--- config.mk ---
export PLATFORM = sky130hd
export DESIGN_NAME = sequence_generator_moore
export DESIGN_NICKNAME = d
export VERILOG_FILES = /design/src/rtl/seqgen_pkg.sv /design/src/rtl/seqgen_piso.sv /design/src/rtl/sequence_generator_moore.sv
export SDC_FILE = /design/constraint.sdc
export NUM_CORES = 1
export LEC_CHECK = 0
export ABC_AREA = 1
export CAP_MARGIN = 20
export CORE_UTILIZATION = 35
export CTS_BUF_LIST = sky130_fd_sc_hd__clkbuf_16
export DETAILED_ROUTE_END_ITERATION = 8
export GPL_TIMING_DRIVEN = 0
export PLACE_DENSITY = 0.6
export SYNTH_ARGS = -nofsm -noshare
export SYNTH_HDL_FRONTEND = slang
export SYNTH_SLANG_ARGS = --single-unit
--- constraint.sdc ---
create_clock -name clk -period 1.5 [get_ports clk]
set_input_delay 0.375 -clock clk [delete_from_list [all_inputs] [get_ports clk]]
set_output_delay 0.375 -clock clk [all_outputs]
set_load 0.02 [all_outputs]
--- src/rtl/seqgen_pkg.sv ---
// Shared types and constants for the serial pattern transmitter.
// The state encoding includes PAR even when SEQGEN_PARITY_EN is left
// undefined, so the encoding stays identical across both builds.
package seqgen_pkg;

    typedef enum logic [2:0] {
        IDLE  = 3'd0,
        SHIFT = 3'd1,
        PAR   = 3'd2,
        GAP   = 3'd3,
        DONE  = 3'd4
    } seqgen_state_t;

    localparam int SEQGEN_PAT_W_DEF   = 4;
    localparam int SEQGEN_REP_W_DEF   = 4;
    localparam int SEQGEN_GAP_CYC_DEF = 0;

    localparam logic [3:0] SEQGEN_PAT_1001 = 4'b1001;

    // Counter width able to hold 0..n-1, never narrower than one bit.
    // Bit counter uses n = PAT_W; gap counter uses n = GAP_CYC+1.
    function automatic int seqgen_cnt_w(input int n);
        return (n > 1) ? $clog2(n) : 1;
    endfunction

endpackage

--- src/rtl/seqgen_piso.sv ---
// Loadable parallel-in/serial-out shift register, MSB first.
module seqgen_piso
#(
    parameter int W = 4
)
(
    input  logic         clk,
    input  logic         rst,
    input  logic         load,
    input  logic         shift,
    input  logic [W-1:0] din,
    output logic         msb
);

    logic [W-1:0] sreg;

    // Load wins over shift so a reload on the last bit starts the next repetition cleanly.
    always_ff @(posedge clk or negedge rst) begin
        if (!rst) begin
            sreg <= '0;
        end else if (load) begin
            sreg <= din;
        end else if (shift) begin
            sreg <= {sreg[W-2:0], 1'b0};
        end
    end

    assign msb = sreg[W-1];

endmodule

--- src/rtl/sequence_generator_moore.sv ---
// Serial pattern transmitter (Moore FSM).
// Sends a captured pattern MSB-first on x, repeated reps times (0 means 1),
// with GAP_CYC idle cycles between repetitions.
// Optional macro SEQGEN_PARITY_EN appends an even-parity bit to each repetition.
module sequence_generator_moore
    import seqgen_pkg::*;
#(
    parameter int PAT_W   = SEQGEN_PAT_W_DEF,
    parameter int REP_W   = SEQGEN_REP_W_DEF,
    parameter int GAP_CYC = SEQGEN_GAP_CYC_DEF
)
(
    input  logic             clk,
    input  logic             rst,
    input  logic             start,
    input  logic [PAT_W-1:0] pattern,
    input  logic [REP_W-1:0] reps,
    input  logic             abort,
    output logic             x,
    output logic             x_valid,
    output logic             ready,
    output logic             done
);

    localparam int CNT_W  = seqgen_cnt_w(PAT_W);
    localparam int GCNT_W = seqgen_cnt_w(GAP_CYC + 1);

    seqgen_state_t     state;
    logic [CNT_W-1:0]  bit_cnt;
    logic [REP_W-1:0]  rep_cnt;
    logic [GCNT_W-1:0] gap_cnt;
    logic [PAT_W-1:0]  pat_q;
    logic              shift_q;
`ifdef SEQGEN_PARITY_EN
    logic              par_q;
`endif

    logic              last_bit;
    logic              more_reps;
    logic              gap_last;
    logic              rep_end;
    logic              active;
    logic              piso_load;
    logic              piso_shift;
    logic [PAT_W-1:0]  piso_din;
    logic              piso_msb;

    // Decode end-of-bit, end-of-repetition and shift-register controls from the current state.
    always_comb begin
        last_bit  = (bit_cnt == CNT_W'(PAT_W - 1));
        more_reps = (rep_cnt != REP_W'(1));
        gap_last  = (gap_cnt == GCNT_W'(GAP_CYC - 1));
`ifdef SEQGEN_PARITY_EN
        rep_end   = (state == PAR);
`else
        rep_end   = (state == SHIFT) && last_bit;
`endif
        active    = (state == SHIFT) || (state == PAR) || (state == GAP);
        piso_load = ((state == IDLE) && start && !abort)
                 || (!abort && rep_end && more_reps && (GAP_CYC == 0))
                 || (!abort && (state == GAP) && gap_last);
        piso_shift = (state == SHIFT) && !last_bit && !abort;
        piso_din   = (state == IDLE) ? pattern : pat_q;
    end

    seqgen_piso #(
        .W (PAT_W)
    ) u_piso (
        .clk   (clk),
        .rst   (rst),
        .load  (piso_load),
        .shift (piso_shift),
        .din   (piso_din),
        .msb   (piso_msb)
    );

    // FSM with counters and registered status outputs; abort outranks everything but reset.
    always_ff @(posedge clk or negedge rst) begin
        if (!rst) begin
            state   <= IDLE;
            bit_cnt <= '0;
            rep_cnt <= '0;
            gap_cnt <= '0;
            pat_q   <= '0;
            shift_q <= 1'b0;
`ifdef SEQGEN_PARITY_EN
            par_q   <= 1'b0;
`endif
            x_valid <= 1'b0;
            ready   <= 1'b1;
            done    <= 1'b0;
        end else if (active && abort) begin
            state   <= IDLE;
            bit_cnt <= '0;
            gap_cnt <= '0;
            shift_q <= 1'b0;
`ifdef SEQGEN_PARITY_EN
            par_q   <= 1'b0;
`endif
            x_valid <= 1'b0;
            ready   <= 1'b1;
        end else if (rep_end) begin
            shift_q <= 1'b0;
`ifdef SEQGEN_PARITY_EN
            par_q   <= 1'b0;
`endif
            bit_cnt <= '0;
            rep_cnt <= rep_cnt - REP_W'(1);
            if (more_reps) begin
                if (GAP_CYC > 0) begin
                    state   <= GAP;
                    gap_cnt <= '0;
                    x_valid <= 1'b0;
                end else begin
                    state   <= SHIFT;
                    shift_q <= 1'b1;
                    x_valid <= 1'b1;
                end
            end else begin
                state   <= DONE;
                x_valid <= 1'b0;
                done    <= 1'b1;
            end
        end else begin
            case (state)
                IDLE: begin
                    if (start && !abort) begin
                        state   <= SHIFT;
                        pat_q   <= pattern;
                        rep_cnt <= (reps == '0) ? REP_W'(1) : reps;
                        bit_cnt <= '0;
                        shift_q <= 1'b1;
                        x_valid <= 1'b1;
                        ready   <= 1'b0;
                    end
                end
                SHIFT: begin
`ifdef SEQGEN_PARITY_EN
                    if (last_bit) begin
                        state   <= PAR;
                        shift_q <= 1'b0;
                        par_q   <= ^pat_q;
                    end else begin
                        bit_cnt <= bit_cnt + CNT_W'(1);
                    end
`else
                    bit_cnt <= bit_cnt + CNT_W'(1);
`endif
                end
                GAP: begin
                    if (gap_last) begin
                        state   <= SHIFT;
                        bit_cnt <= '0;
                        shift_q <= 1'b1;
                        x_valid <= 1'b1;
                    end else begin
                        gap_cnt <= gap_cnt + GCNT_W'(1);
                    end
                end
                DONE: begin
                    state <= IDLE;
                    done  <= 1'b0;
                    ready <= 1'b1;
                end
                default: begin
                    state <= IDLE;
                end
            endcase
        end
    end

`ifdef SEQGEN_PARITY_EN
    assign x = (shift_q & piso_msb) | par_q;
`else
    assign x = shift_q & piso_msb;
`endif

endmodule

==> results.json <==
{
  "io_pins": 16,
  "grt_pass1_vias": 923,
  "wl_per_cell_um": 11.5,
  "final_max_slew_viol_count": 0,
  "hold_class": "reg2reg",
  "die_w_um": 57.0,
  "clock_path_buffers": 2,
  "cp-end-kind": "output pin",
  "fin_nets": 170,
  "cts-root-buf": "clkbuf_16",
  "critPathBufInv": 1,
  "overflow": 0,
  "num_antenna_cells": 0,
  "seq_power_share_pct": 41.1,
  "die_h_um": 57.0,
  "period_needed_ps": 1470,
  "antenna_found_initial": 0,
  "grt_use_total_pct": 15.1,
  "p_per_area_nw_per_um2": 1400,
  "clk_pin_slew_ps": 50,
  "cts_tree": "done",
  "final_util_pct": 47.8,
  "vias_per_cell": 5.01,
  "avgSynthCellArea_um2": 7.89,
  "htree_levels": 1,
  "syn_to_final_growth_pct": 26.7,
  "dpl.hpwl_um": 1630,
  "p_int_uw": 1270,
  "pwr-share-comb_pct": 30.5,
  "synthCells": 134,
  "holdWs_ps": 470,
  "worstPathMaxFanout": 2,
  "ys_seq_area_share_pct": 45.1,
  "drt_wl_total_um": 2130,
  "drive_above_1_share_pct": 12.3,
  "slew_headroom_pct": 42.9,
  "layout_common_cells": "nand2_1 (36), nand3_1 (19), dfrtp_1 (18), inv_1 (16), clkdlybuf4s50_1 (11)",
  "final.setup.tns_ps": 0,
  "hold_violations": 0,
  "maxCapViolations": 0,
  "io_buffers": 15,
  "dieArea_um2": 3240,
  "dr.first_iter.drc_count": 25,
  "crit_slowest_cell": "dfstp_2",
  "first_pass_iters": 6,
  "initial_core_util_pct": 37.7,
  "synth_warnings": 0,
  "violations": "design-rule violations",
  "netlist_area_um2": 1060,
  "p_clk_share_pct": 28.4,
  "final_common_cell": "nand2_1",
  "crit_chain": "dlygate4sd2_1",
  "crit_path_start_kind": "flop",
  "max_stage_delay_ps": 520,
  "worst_slew_pin_slew_ps": 854,
  "drc": 2,
  "finalCritPeriodShare_pct": 97.9,
  "setup_violations": 0,
  "cp.required_ps": 1120,
  "coreArea_um2": 2810,
  "p_sw_uw": 609,
  "critical-path-top-delay-family": "flip-flops",
  "rsz0062_at_grt": "false",
  "grt_max_degree": 20,
  "status": "complete, but fails checks",
  "p_leak_uw": 0.000682,
  "worstSetupPathType": "reg2out",
  "num_rows": 19,
  "clk_latency_ps": 250,
  "grt_pass1_wl_um": 3840,
  "synth-seq-cells": 19,
  "synth_fp_nets": 149,
  "p_sw_share_pct": 32.5,
  "cts_sinks": 19,
  "place_congestion": 0.781,
  "peakVddDrop_mv": 0.485,
  "arrival_ps": 1090,
  "ant_nets": 0,
  "vias": 926,
  "yosysUniqueCellTypes": 24,
  "timing.fmax_mhz": 681,
  "clock_skew_ps": 2.84,
  "hold_buffers": 0,
  "cts_buffers": 3
}
[cell usage after synthesis (all sizes together)]
master | count | area [um^2]
or2 | 1 | 6.26
dfstp | 1 | 26.3
o21ai | 12 | 60.1
xor2 | 1 | 8.76
buf | 2 | 16.3
ha | 3 | 37.5
nor2 | 7 | 43.8
clkinv | 1 | 3.75
inv | 17 | 63.8
nand2 | 40 | 158
o22ai | 1 | 6.26
mux2i | 1 | 10.0
a21oi | 3 | 15.0
dfrtp | 18 | 450
nand3b | 1 | 7.51
nand3 | 20 | 113
nand4 | 5 | 31.3
[registers in the layout (all words and copies together) (netlist names)]
| register | count |
|---|---|
| rep_cnt | 4 |
| ready | 1 |
| state | 2 |
| pat_q | 4 |
| done | 1 |
| u_piso.sreg | 4 |
| shift_q | 1 |
| bit_cnt | 2 |
[metal layers]
metal	vias to the layer above	GRT usage (%)	wire [um]
li1	475	-	-
met1	431	18.4	973
met2	18	26.6	1070
met3	2	1.36	73
met4	0	8.01	9
met5	-	0	0
[final cells by class]
type                    count  area (um^2)
plain buffers               2         18.8
flip-flops and latches     19          477
repair buffers             16          153
inverters                  18         70.1
clock buffers               3         75.1
clock inverters             1         3.75
fillers                   289         1470
well taps                  31         38.8
multi-input cells          95          504
[per-stage QoR]
| step | total power [uW] | worst slack, ps | area (um^2) | instances |
|---|---|---|---|---|
| after detailed placement | 1360 | -360 | 1250 | 180 |
| final | 1870 | 31.0 | 1340 | 185 |
| after floorplan | 1160 | 205 | 1060 | 134 |
| after global routing | 2010 | 12.7 | 1340 | 185 |
| after global placement | 1340 | -333 | 1250 | 180 |
| after CTS | 1880 | 22.1 | 1320 | 184 |
[logic make-up after synthesis]
group | Yosys count | synth area share [%]
xor+xnor | 1 | 0.829
compound gates | 16 | 7.69
flops | 19 | 45.1
simple gates | 74 | 34.0
fa+ha+maj | 3 | 3.55
mux | 1 | 0.947
buf+inv | 20 | 7.93
[power groups by stage]
stage               clock network (uW)  registers [uW]  logic (uW)
global route                       573             787         652
CTS                                550             770         561
finish                             533             770         571
detailed placement                   0             780         581
floorplan                            0             788         372
global placement                     0             776         567
[path summary, 6_finish.rpt]
kind / slack [ps] / startpoint / end / cells after the start
max: 30 / ready / ready / 1
min in group asynchronous: 620 / rst / rep_cnt[0] / 1
max in group asynchronous: 350 / rst / rep_cnt[2] / 1
min reg2reg: 470 / done / done / 2
min: 470 / done / done / 2
max reg2reg: 140 / bit_cnt[0] / rep_cnt[3] / 6
[repair_timing]
action	CTS	global route
endpoints found under the setup margin	19	10
buffers inserted	0	1
gates resized for setup	5	5
endpoints found under the hold margin	0	0
pin swaps	0	1
(Power assumes the default switching activity.)
